<file path="src/rtl/tog_pkg.sv">
// Shared state encodings and default widths for the toggle-pulse generator.
package tog_pkg;

  typedef enum logic [1:0] {
    ST_IDLE = 2'b00,
    ST_RUN  = 2'b01,
    ST_DONE = 2'b10
  } tog_state_e;

  localparam int unsigned CNT_W_DEF = 8;
  localparam int unsigned PC_W_DEF  = 8;

endpackage

</file>
<file path="src/rtl/tog_period_cnt.sv">
// Loadable down-counter with a zero flag; paces the gap between toggle pulses.
module tog_period_cnt #(
  parameter int unsigned W = 8
) (
  input  logic         clk,
  input  logic         rst,
  input  logic         load,
  input  logic [W-1:0] load_val,
  input  logic         en,
  output logic [W-1:0] cnt,
  output logic         zero
);

  localparam logic [W-1:0] ONE = {{(W-1){1'b0}}, 1'b1};

  logic [W-1:0] cnt_q;

  // Load takes priority over decrement.
  always_ff @(posedge clk) begin
    if (!rst) begin
      cnt_q <= '0;
    end else if (load) begin
      cnt_q <= load_val;
    end else if (en) begin
      cnt_q <= cnt_q - ONE;
    end
  end

  assign cnt  = cnt_q;
  assign zero = (cnt_q == '0);

endmodule

</file>
<file path="src/rtl/tog_pulse_gen.sv">
// Programmable single-cycle toggle-request pulse generator with start/stop control.
// Define TOG_QMODEL_EN to add q_model, a reference copy of the downstream T flip-flop state.
module tog_pulse_gen
  import tog_pkg::*;
#(
  parameter int unsigned CNT_W = CNT_W_DEF,
  parameter int unsigned PC_W  = PC_W_DEF
) (
  input  logic             clk,
  input  logic             rst,
  input  logic             start,
  input  logic             stop,
  input  logic [CNT_W-1:0] period,
  input  logic [PC_W-1:0]  num_pulses,
  output logic             t_out,
  output logic             busy,
  output logic             done,
  output logic [PC_W-1:0]  pulses_sent
`ifdef TOG_QMODEL_EN
  ,
  output logic             q_model
`endif
);

  localparam logic [CNT_W-1:0] CNT_ONE = {{(CNT_W-1){1'b0}}, 1'b1};
  localparam logic [PC_W-1:0]  PC_ONE  = {{(PC_W-1){1'b0}}, 1'b1};

  tog_state_e       state_q, state_d;
  logic [CNT_W-1:0] per_q, per_d;
  logic [PC_W-1:0]  n_q, n_d;
  logic [PC_W-1:0]  sent_q, sent_d;

  logic             cnt_load, cnt_en, cnt_zero;
  logic [CNT_W-1:0] cnt_load_val, cnt_val;
  logic [CNT_W-1:0] per_eff;
  logic             pulse;

  assign per_eff = (period == '0) ? CNT_ONE : period;
  // Registered state and counter only, so t_out has no input-to-output path.
  assign pulse   = (state_q == ST_RUN) && cnt_zero;

  tog_period_cnt #(
    .W (CNT_W)
  ) u_period_cnt (
    .clk      (clk),
    .rst      (rst),
    .load     (cnt_load),
    .load_val (cnt_load_val),
    .en       (cnt_en),
    .cnt      (cnt_val),
    .zero     (cnt_zero)
  );

  always_comb begin
    state_d      = state_q;
    per_d        = per_q;
    n_d          = n_q;
    sent_d       = sent_q;
    cnt_load     = 1'b0;
    cnt_en       = 1'b0;
    cnt_load_val = per_q - CNT_ONE;
    unique case (state_q)
      ST_IDLE: begin
        if (start && !stop) begin
          per_d        = per_eff;
          n_d          = num_pulses;
          sent_d       = '0;
          cnt_load     = 1'b1;
          cnt_load_val = per_eff - CNT_ONE;
          state_d      = ST_RUN;
        end
      end
      ST_RUN: begin
        if (pulse) begin
          cnt_load = 1'b1;
          sent_d   = sent_q + PC_ONE;
        end else begin
          cnt_en = 1'b1;
        end
        // Abort beats completion: a final pulse coinciding with stop gives no done.
        if (stop) begin
          state_d = ST_IDLE;
        end else if (pulse && (n_q != '0) && ((sent_q + PC_ONE) == n_q)) begin
          state_d = ST_DONE;
        end
      end
      ST_DONE: state_d = ST_IDLE;
      default: state_d = ST_IDLE;
    endcase
  end

  always_ff @(posedge clk) begin
    if (!rst) begin
      state_q <= ST_IDLE;
      per_q   <= '0;
      n_q     <= '0;
      sent_q  <= '0;
    end else begin
      state_q <= state_d;
      per_q   <= per_d;
      n_q     <= n_d;
      sent_q  <= sent_d;
    end
  end

  assign t_out       = pulse;
  assign busy        = (state_q == ST_RUN);
  assign done        = (state_q == ST_DONE);
  assign pulses_sent = sent_q;

`ifdef TOG_QMODEL_EN
  logic q_model_q;

  always_ff @(posedge clk) begin
    if (!rst) begin
      q_model_q <= 1'b0;
    end else if (pulse) begin
      q_model_q <= ~q_model_q;
    end
  end

  assign q_model = q_model_q;
`endif

endmodule

</file>
<file path="config.mk">
export PLATFORM = sky130hd
export DESIGN_NAME = tog_pulse_gen
export DESIGN_NICKNAME = d
export VERILOG_FILES = /design/src/rtl/tog_pkg.sv /design/src/rtl/tog_period_cnt.sv /design/src/rtl/tog_pulse_gen.sv
export SDC_FILE = /design/constraint.sdc
export NUM_CORES = 1
export LEC_CHECK = 0
export ABC_CLOCK_PERIOD_IN_PS = 2600
export BUFFER_PORTS_ARGS = -buffer_cell sky130_fd_sc_hd__buf_4
export CAP_MARGIN = 20
export CELL_PAD_IN_SITES_DETAIL_PLACEMENT = 1
export CELL_PAD_IN_SITES_GLOBAL_PLACEMENT = 1
export CORE_ASPECT_RATIO = 0.75
export CORE_MARGIN = 2
export CORE_UTILIZATION = 25
export DETAILED_ROUTE_END_ITERATION = 10
export GPL_ROUTABILITY_DRIVEN = 0
export PLACE_DENSITY_LB_ADDON = 0.1
export RECOVER_POWER = 50
export SLEW_MARGIN = 20
export SYNTH_ARGS = -nofsm -noshare
export SYNTH_HDL_FRONTEND = slang
export SYNTH_HIERARCHICAL = 1
export SYNTH_SLANG_ARGS = --single-unit
export TNS_END_PERCENT = 1
</file>
<file path="constraint.sdc">
create_clock -name clk -period 2.6 [get_ports clk]
set_clock_uncertainty 0.1 [all_clocks]
set_input_delay 0 -clock clk [delete_from_list [all_inputs] [get_ports clk]]
set_output_delay 0 -clock clk [all_outputs]
set_load 0.01 [all_outputs]
</file>
==> results of run 1 <==
stage by stage:
| stage | util (%) | area, um2 | cells | hold WS, ns |
|---|---|---|---|---|
| floorplan | - | 2120 | 273 | 0.0349 |
| global placement | 30.2 | 2520 | 411 | 0.159 |
| detailed placement | 30.2 | 2520 | 411 | 0.165 |
| CTS | 33.8 | 2820 | 434 | 0.0183 |
| global route | 33.4 | 2790 | 434 | 0.0452 |
| finish | 33.4 | 2790 | 434 | 0.0301 |
layer usage:
layer  part of all wire [%]  GRT usage (%)  routed length, um  vias up
met5                      0              0                  0        -
met4                   0.85           3.75                 54        0
met3                    3.0           3.12                192        5
met2                     39           20.2               2500       22
met1                     57           23.8               3590      945
li1                       -              -                  -     1068
state kept, by name, indices dropped and copies added (netlist names):
name,count
state_q,2
per_q,8
pulses_sent,8
n_q,8
u_period_cnt/cnt,8
layout make-up:
type / instances / area (um2) / share of cell area (%)
repair buffers: 55 / 409 / 14.7
multi-input cells: 216 / 1360 / 49.0
well taps: 108 / 135 / 4.85
flip-flops and latches: 34 / 681 / 24.4
clock inverters: 1 / 5.00 / 0.180
inverters: 13 / 48.8 / 1.75
clock buffers: 7 / 143 / 5.12
repair_timing:
| item | CTS | global route |
|---|---|---|
| gates resized for setup | 0 | 2 |
| hold buffers | 15 | 0 |
| endpoints found under the hold margin | 15 | 0 |
| setup endpoints to repair | 0 | 4 |
kinds of logic after synthesis:
family / share of synthesized area (%)
flops: 32.2
mux: 0.473
simple gates: 30.8
fa+ha+maj: 2.96
buf+inv: 4.49
compound gates: 20.0
xor+xnor: 9.11
synthesized netlist by cell type (2+ instances only):
library cell,number,share of area (%)
o21ai_0,16,3.8
o211a_1,3,1.4
a31oi_1,5,1.5
nand2_1,49,8.7
nor3_1,9,2.1
clkbuf_1,4,0.71
nor2b_1,5,1.5
and2_1,3,0.89
dfxtp_1,34,32
xnor2_1,15,6.2
nor2_1,13,2.3
nand3b_1,2,0.71
nand3_1,6,1.4
xor2_1,7,2.9
buf_2,4,0.95
nand2b_1,4,1.2
nor4_1,4,1.2
nor3b_1,2,0.71
nor4b_1,3,1.2
nand4_1,3,0.89
a21o_1,2,0.71
a21oi_1,12,2.8
ha_1,5,3.0
a21boi_0,19,6.7
or3_1,6,1.8
and4_1,2,0.83
inv_1,12,2.1
how the worst max path moves through the flow:
| stage | startpoint | slack, ns | endpoint |
|---|---|---|---|
| CTS | u_period_cnt/cnt[4]$_SDFFE_PN0P_ | 0.1 | u_period_cnt/cnt[7]$_SDFFE_PN0P_ |
| global placement | u_period_cnt/cnt[4]$_SDFFE_PN0P_ | 0.22 | u_period_cnt/cnt[7]$_SDFFE_PN0P_ |
| finish | u_period_cnt/cnt[4]$_SDFFE_PN0P_ | 0.25 | state_q[1]$_SDFFE_PN0P_ |
| global route | u_period_cnt/cnt[4]$_SDFFE_PN0P_ | 0.01 | state_q[1]$_SDFFE_PN0P_ |
| detailed placement | u_period_cnt/cnt[4]$_SDFFE_PN0P_ | 0.13 | u_period_cnt/cnt[7]$_SDFFE_PN0P_ |
| floorplan | u_period_cnt/cnt[4]$_SDFFE_PN0P_ | 0.04 | u_period_cnt/cnt[4]$_SDFFE_PN0P_ |
cells in the final DEF (no fill, tap or decap), types with 4 or more instances in the layout:
cell type	instances
xor2_1	7
clkbuf_16	5
or3_1	6
o21ai_0	16
clkbuf_1	12
nand2b_1	4
a21oi_1	12
nor3_1	9
nand3_1	6
ha_1	5
dlygate4sd3_1	15
inv_1	11
buf_4	29
nor2_1	13
a31oi_1	5
nor4_1	4
dfxtp_1	34
a21boi_0	19
xnor2_1	15
nor2b_1	5
nand2_1	49
critical path, cell delays in order, from the launching register on:
cell and delay, ns:
dfxtp_1 0.33, or4_4 0.58, nor4b_4 0.32, nand3b_2 0.13, buf_4 0.19, nor3_1 0.18
nand3_1 0.11, nor3_2 0.16, and4_1 0.20
power by group:
part           switching (mW)  leakage, nW  internal [mW]
logic                   0.162        0.732          0.155
registers              0.0331        0.277          0.552
clock network           0.225       0.0739          0.380
total                   0.421         1.08           1.09
==> impl_metrics.env, run 1 <==
export IMPL_outcome="finished clean"
export IMPL_grt_pass1_wl_um=10700
export IMPL_cts_root_buf="clkbuf_16"
export IMPL_core_area_um2=8350
export IMPL_routedWlPerCell_um=14.6
export IMPL_ys_seq_elements=34
export IMPL_drv_slew=0
export IMPL_drc=0
export IMPL_cts_made_buffers=5
export IMPL_grt_util_all_layers_pct=15.0
export IMPL_cp_arrival_ns=2.47
export IMPL_vias_per_cell=4.70
export IMPL_leakage_nw=1.08
export IMPL_layout_worst_path_cycle_share_pct=90.6
export IMPL_setup_ws_ns=0.245
export IMPL_cap_violations=0
export IMPL_worstSetupEndpointType="flip-flop"
export IMPL_synth_warning_count=6
export IMPL_synth_distinct_cells=51
export IMPL_dr_pass1_iters=4
export IMPL_drt_total_wl_um=6340
export IMPL_antenna_left=0
export IMPL_fin_nets=350
export IMPL_cp_required_ns=2.72
export IMPL_rsz0062_at_grt="false"
export IMPL_io_buffer_count=30
export IMPL_fillCellCount=1046
export IMPL_vias=2040
export IMPL_finalSetupViolations=0
export IMPL_die_height_um=83.7
export IMPL_finalPower_mw=1.51
export IMPL_fp_dieW_um=110
export IMPL_synth_seq_area_share_pct=32.2
export IMPL_cts_setup_buffers=0
export IMPL_grt_max_degree=37
export IMPL_r2r_start="u_period_cnt/cnt[4]$_SDFFE_PN0P_"
export IMPL_hold_depth=4
export IMPL_relSlewSlack_pct=53.5
export IMPL_area_growth_syn_to_layout_pct=31.6
export IMPL_crit_fanout=9
export IMPL_min_from="stop"
export IMPL_fin_crit_ns=2.35
export IMPL_clk_pin_slew_ns=0.06
export IMPL_drive_gt1_share_pct=14.4
export IMPL_htreeDepth=2
export IMPL_place_ws_ns=0.127
export IMPL_overflow=0
export IMPL_worst_pin_slew_ns=0.698
export IMPL_worstSkewPairLatency_ns=0.28
export IMPL_clkSinkCount=34
export IMPL_drtIter0Drc=63
export IMPL_hold_class="in2reg"
export IMPL_place_hpwl_um=4680
export IMPL_die_area_um2=9220
export IMPL_synth_flop_cell="dfxtp_1"
export IMPL_std_cell_rows=29
export IMPL_worst_r2r_endpoint="state_q[1]$_SDFFE_PN0P_"
export IMPL_reg2reg_depth=8
export IMPL_vdd_drop_max_mv=0.211
export IMPL_criticalPathCategory="reg2reg"
export IMPL_synth_nets=298
export IMPL_fmax_mhz=425
export IMPL_finalSetupTns_ns=0
export IMPL_avgSynthCellArea_um2=7.75
export IMPL_grt_pass1_vias=2074
export IMPL_netlist_area_um2=2120
export IMPL_start_util_pct=25.4
export IMPL_antenna_found_initial=0
export IMPL_min_to="state_q[0]$_SDFFE_PN0P_"
export IMPL_cts_tree="yes"
export IMPL_io_pins=31
export IMPL_cts_path_max_buffers=2
export IMPL_power_density_nw_per_um2=541
export IMPL_async_flop_share_pct=0
export IMPL_ff2ff_setup_slack_ns=0.25
export IMPL_synth_edf_count=0
export IMPL_synth_cells=273
export IMPL_finalHoldViolations=0
export IMPL_diodes=0
export IMPL_startpoint_type="flip-flop"
Power figures use the tool's default switching activity.
==> inputs of run 2 (changes only) <==
--- a/config.mk
+++ b/config.mk
@@ -12,7 +12,7 @@
 export CELL_PAD_IN_SITES_GLOBAL_PLACEMENT = 1
 export CORE_ASPECT_RATIO = 0.75
 export CORE_MARGIN = 2
-export CORE_UTILIZATION = 25
+export CORE_UTILIZATION = 30
 export DETAILED_ROUTE_END_ITERATION = 10
 export GPL_ROUTABILITY_DRIVEN = 0
 export PLACE_DENSITY_LB_ADDON = 0.1
==> run 2 against run 1 <==
Core utilization increased by 6.4 points. Power decreased by 8.6%. Final area decreased by 2.6%. Largest power group is now sequential cells.
==> impl_metrics.env, run 2 (synthesis gave the netlist of run 1 again) <==
export IMPL_outcome="finished clean"
export IMPL_fin_nets=349
export IMPL_setup_ws_ns=0.230
export IMPL_finalHoldWorstSlack_ns=0.0108
export IMPL_vdd_drop_max_mv=0.203
export IMPL_cts_tree="yes"
export IMPL_cts_path_max_buffers=2
export IMPL_finalSetupTns_ns=0
export IMPL_criticalPathCategory="reg2reg"
export IMPL_place_hpwl_um=4500
export IMPL_antenna_left=0
export IMPL_io_buffer_count=30
export IMPL_layout_worst_path_cycle_share_pct=91.1
export IMPL_drc=0
export IMPL_grt_pass1_wl_um=10700
export IMPL_die_area_um2=7750
export IMPL_finalSetupViolations=0
export IMPL_cts_setup_buffers=0
export IMPL_ff2ff_setup_slack_ns=0.23
export IMPL_clkSinkCount=34
export IMPL_htreeDepth=2
export IMPL_core_area_um2=6830
export IMPL_fp_dieW_um=101
export IMPL_final_common_cell="nand2_1"
export IMPL_placed_cell_area_um2=2480
export IMPL_die_height_um=76.7
export IMPL_crit_fanout=9
export IMPL_worst_pin_slew_ns=0.602
export IMPL_drt_total_wl_um=6280
export IMPL_std_cell_rows=26
export IMPL_grt_pass1_vias=2008
export IMPL_antenna_found_initial=0
export IMPL_finalHoldViolations=0
export IMPL_relSlewSlack_pct=59.9
export IMPL_vias_per_cell=5.10
export IMPL_cap_violations=0
export IMPL_drv_slew=0
export IMPL_fillCellCount=850
export IMPL_worstSetupEndpointType="flip-flop"
export IMPL_worstSkewPairLatency_ns=0.30
export IMPL_area_growth_syn_to_layout_pct=28.3
export IMPL_diodes=0
export IMPL_rsz0062_at_grt="false"
export IMPL_clk_pin_slew_ns=0.07
export IMPL_grt_max_degree=37
export IMPL_final_cell_mix="nand2_1, dfxtp_1, buf_4"
export IMPL_dr_pass1_iters=4
export IMPL_leakage_nw=1.06
export IMPL_cts_root_buf="clkbuf_8"
export IMPL_grt_util_all_layers_pct=17.6
export IMPL_power_density_nw_per_um2=508
export IMPL_fin_crit_ns=2.37
export IMPL_cp_required_ns=2.74
export IMPL_cts_made_buffers=5
export IMPL_io_pins=31
export IMPL_cp_arrival_ns=2.51
export IMPL_vias=2085
export IMPL_start_util_pct=31.0
export IMPL_routedWlPerCell_um=15.4
export IMPL_finalPower_mw=1.38
export IMPL_drtIter0Drc=71
export IMPL_startpoint_type="flip-flop"
export IMPL_stdcell_area_um2=2710
export IMPL_hold_class="in2reg"
export IMPL_fmax_mhz=422
export IMPL_place_ws_ns=0.189
export IMPL_overflow=0
export IMPL_drive_gt1_share_pct=14.8
-- run 2: cell count changes in the layout (fill, tap and decap cells not counted), sizes merged --
cell	before	now
clkinv	1	0
clkbuf	18	19
buf	29	28
-- run 2: metrics by stage --
| step | std cells | utilization, % |
|---|---|---|
| 5_1_grt | 409 | 39.7 |
| 3_3_place_gp | 386 | 36.3 |
| 3_5_place_dp | 386 | 36.3 |
| 6_report | 409 | 39.7 |
| 2_1_floorplan | 273 | - |
| 4_1_cts | 409 | 40.1 |
-- run 2: worst max-delay path, stage by stage (launching register included) --
cell	delay, ns
dfxtp_1	0.33
or4_4	0.58
nor4b_4	0.32
nand3b_2	0.13
buf_4	0.19
nor3_1	0.18
nand3_1	0.11
nor3_2	0.17
and4_1	0.20
-- run 2: final timing paths --
path,startpoint,end,cells past startpoint
setup / recovery,u_period_cnt/cnt[4]$_SDFFE_PN0P_,state_q[1]$_SDFFE_PN0P_,8
hold / removal,stop,state_q[1]$_SDFFE_PN0P_,3
setup reg to reg,u_period_cnt/cnt[4]$_SDFFE_PN0P_,state_q[1]$_SDFFE_PN0P_,8
hold reg to reg,per_q[7]$_SDFFE_PN0P_,per_q[7]$_SDFFE_PN0P_,2
-- run 2: timing repair --
action | 4_1_cts | 5_1_grt
hold buffers | 15 | 0
gates resized for setup | 0 | 2
endpoints found under the setup margin | 0 | 1
endpoints found under the hold margin | 15 | 0
-- run 2: cell type report --
| cell class | count | area [um2] | area share (%) |
|---|---|---|---|
| Tap cell | 84 | 105 | 3.87 |
| Inverter | 13 | 48.8 | 1.80 |
| Timing Repair Buffer | 54 | 403 | 14.8 |
| Clock buffer | 8 | 110 | 4.06 |
| Multi-Input combinational cell | 216 | 1370 | 50.3 |
| Sequential cell | 34 | 681 | 25.1 |
-- run 2: power breakdown --
part | internal, mW | switching [mW]
Combinational | 0.151 | 0.156
Clock | 0.268 | 0.214
Sequential | 0.551 | 0.0380
Total | 0.970 | 0.407
-- run 2: routing by layer --
metal  track usage (%)  up-vias  routed length [um]
met2              22.7       30                2410
met1              28.4      986                3620
met5                 0        -                   0
met4              5.27        0                  69
met3              3.65        7                 184
li1                  -     1062                   -
==> inputs of run 3 (changes only) <==
--- a/config.mk
+++ b/config.mk
@@ -5,7 +5,7 @@
 export SDC_FILE = /design/constraint.sdc
 export NUM_CORES = 1
 export LEC_CHECK = 0
-export ABC_CLOCK_PERIOD_IN_PS = 2600
+export ABC_CLOCK_PERIOD_IN_PS = 2900
 export BUFFER_PORTS_ARGS = -buffer_cell sky130_fd_sc_hd__buf_4
 export CAP_MARGIN = 20
 export CELL_PAD_IN_SITES_DETAIL_PLACEMENT = 1
==> constraint.sdc (replaced) <==
create_clock -name clk -period 2.9 [get_ports clk]
set_clock_uncertainty 0.1 [all_clocks]
set_input_delay 0 -clock clk [delete_from_list [all_inputs] [get_ports clk]]
set_output_delay 0 -clock clk [all_outputs]
set_load 0.01 [all_outputs]
==> run 3 against run 2 <==
Final cell count fell by 0.73%. Non-clock buffer count fell by 3. Critical endpoint is now u_period_cnt/cnt[4]$_SDFFE_PN0P_. Via count fell by 0.72%. Global-route usage fell by 0.88 points. Core utilization fell by 0.81 points. First-iteration DRC count rose by 2.8%. Worst hold slack improved by 0.0032 ns. Sequential share of layout area rose by 0.52 points. Setup slack improved by 0.068 ns.
==> impl_metrics.env, run 3 (synthesis gave the netlist of run 1 again) <==
export IMPL_outcome="finished clean"
export IMPL_finalHoldViolations=0
export IMPL_r2r_start="u_period_cnt/cnt[2]$_SDFFE_PN0P_"
export IMPL_leakage_nw=1.03
export IMPL_relSlewSlack_pct=52.8
export IMPL_cts_tree="yes"
export IMPL_area_growth_syn_to_layout_pct=25.7
export IMPL_final_seq_area_um2=681
export IMPL_cts_path_max_buffers=2
export IMPL_grt_pass1_wl_um=10300
export IMPL_drive_gt1_share_pct=13.4
export IMPL_power_density_nw_per_um2=431
export IMPL_antenna_left=0
export IMPL_crit_fanout=13
export IMPL_overflow=0
export IMPL_finalSetupViolations=0
export IMPL_diodes=0
export IMPL_fin_crit_ns=2.60
export IMPL_crit_end="u_period_cnt/cnt[4]$_SDFFE_PN0P_"
export IMPL_startpoint="u_period_cnt/cnt[2]$_SDFFE_PN0P_"
export IMPL_stdcell_area_um2=2660
export IMPL_fmax_mhz=384
export IMPL_clk_pin_slew_ns=0.08
export IMPL_vias_per_cell=5.10
export IMPL_worst_r2r_endpoint="u_period_cnt/cnt[4]$_SDFFE_PN0P_"
export IMPL_ff2ff_setup_slack_ns=0.30
export IMPL_std_cell_rows=26
export IMPL_grt_max_degree=37
export IMPL_cap_violations=0
export IMPL_htreeDepth=2
export IMPL_reg2reg_depth=9
export IMPL_worstSetupEndpointType="flip-flop"
export IMPL_drc=0
export IMPL_vdd_drop_max_mv=0.194
export IMPL_multi_input_area_um2=1360
export IMPL_fin_nets=346
export IMPL_criticalPathCategory="reg2reg"
export IMPL_fp_dieW_um=101
export IMPL_cp_required_ns=2.96
export IMPL_antenna_found_initial=0
export IMPL_grt_pass1_vias=1969
export IMPL_hold_class="in2reg"
export IMPL_io_buffer_count=30
export IMPL_drtIter0Drc=73
export IMPL_rsz0062_at_grt="false"
export IMPL_final_cell_mix="nand2_1, dfxtp_1, buf_4"
export IMPL_grt_util_all_layers_pct=16.7
export IMPL_clkSinkCount=34
export IMPL_fillCellCount=844
export IMPL_cts_root_buf="clkbuf_8"
export IMPL_worstSkewPairLatency_ns=0.28
export IMPL_cp_arrival_ns=2.66
export IMPL_layout_worst_path_cycle_share_pct=89.7
export IMPL_drt_total_wl_um=6140
export IMPL_start_util_pct=31.0
export IMPL_die_height_um=76.7
export IMPL_io_pins=31
export IMPL_drv_slew=0
export IMPL_vias=2070
export IMPL_place_hpwl_um=4390
export IMPL_core_area_um2=6830
export IMPL_dr_pass1_iters=4
export IMPL_worst_pin_slew_ns=0.709
export IMPL_cts_setup_buffers=0
export IMPL_final_common_cell="nand2_1"
export IMPL_routedWlPerCell_um=15.1
export IMPL_die_area_um2=7750
export IMPL_placed_cell_area_um2=2450
export IMPL_final_util_pct=38.9
export IMPL_finalSetupTns_ns=0
export IMPL_startpoint_type="flip-flop"
export IMPL_cts_made_buffers=5
run 3: how the worst min path moves through the flow:
stage                  start                      end  slack, ns  cells past startpoint
3_3_place_gp   num_pulses[6]      n_q[6]$_SDFFE_PN0P_       0.15                      3
2_1_floorplan  num_pulses[6]      n_q[6]$_SDFFE_PN0P_       0.03                      2
3_5_place_dp   num_pulses[6]      n_q[6]$_SDFFE_PN0P_       0.16                      3
6_report                stop  state_q[1]$_SDFFE_PN0P_       0.01                      3
5_1_grt                 stop  state_q[1]$_SDFFE_PN0P_       0.01                      3
4_1_cts                 stop  state_q[1]$_SDFFE_PN0P_      0.003                      3
run 3: power breakdown:
part	internal, mW	switching (mW)	total [mW]
registers	0.494	0.0328	0.527
logic	0.128	0.137	0.265
clock network	0.170	0.185	0.354
total	0.791	0.355	1.15
run 3: timing repair:
action                     in CTS  in global routing
resized for setup               0                  1
hold endpoints to repair       15                  0
setup endpoints to repair       0                  6
hold buffers                   15                  0
run 3: layout make-up:
cell class	instances	area share, %
Multi-Input combinational cell	216	51.0
Sequential cell	34	25.6
Timing Repair Buffer	51	14.4
Tap cell	84	3.95
Clock buffer	6	2.73
Inverter	13	1.84
Clock inverter	2	0.518
run 3: through the flow:
| stage | std cells | worst slack [ns] | hold WS [ns] | total power [mW] |
|---|---|---|---|---|
| 6_report | 406 | 0.298 | 0.0140 | 1.15 |
| 5_1_grt | 406 | 0.0680 | 0.0130 | 1.22 |
| 4_1_cts | 406 | 0.126 | 0.00300 | 1.16 |
| 3_5_place_dp | 383 | 0.158 | 0.164 | 0.784 |
| 3_3_place_gp | 383 | 0.321 | 0.149 | 0.782 |
| 2_1_floorplan | 273 | 0.230 | 0.0349 | 0.696 |
run 3: routing by layer:
layer	vias to the layer above	track usage, %	part of all wire (%)
met5	-	0	0
met4	0	3.65	0.47
met3	2	3.28	3.7
met2	32	22.0	39
met1	986	27.3	57
li1	1050	-	-
run 3: critical path, cell delays in order (launching register included):
cell and delay [ns]:
dfxtp_1 0.37, or4_4 0.53, nor4b_2 0.37, nand3b_2 0.13, inv_2 0.08, nor2_2 0.07, inv_1 0.31, inv_1 0.22
o21ai_0 0.23, a31oi_1 0.06
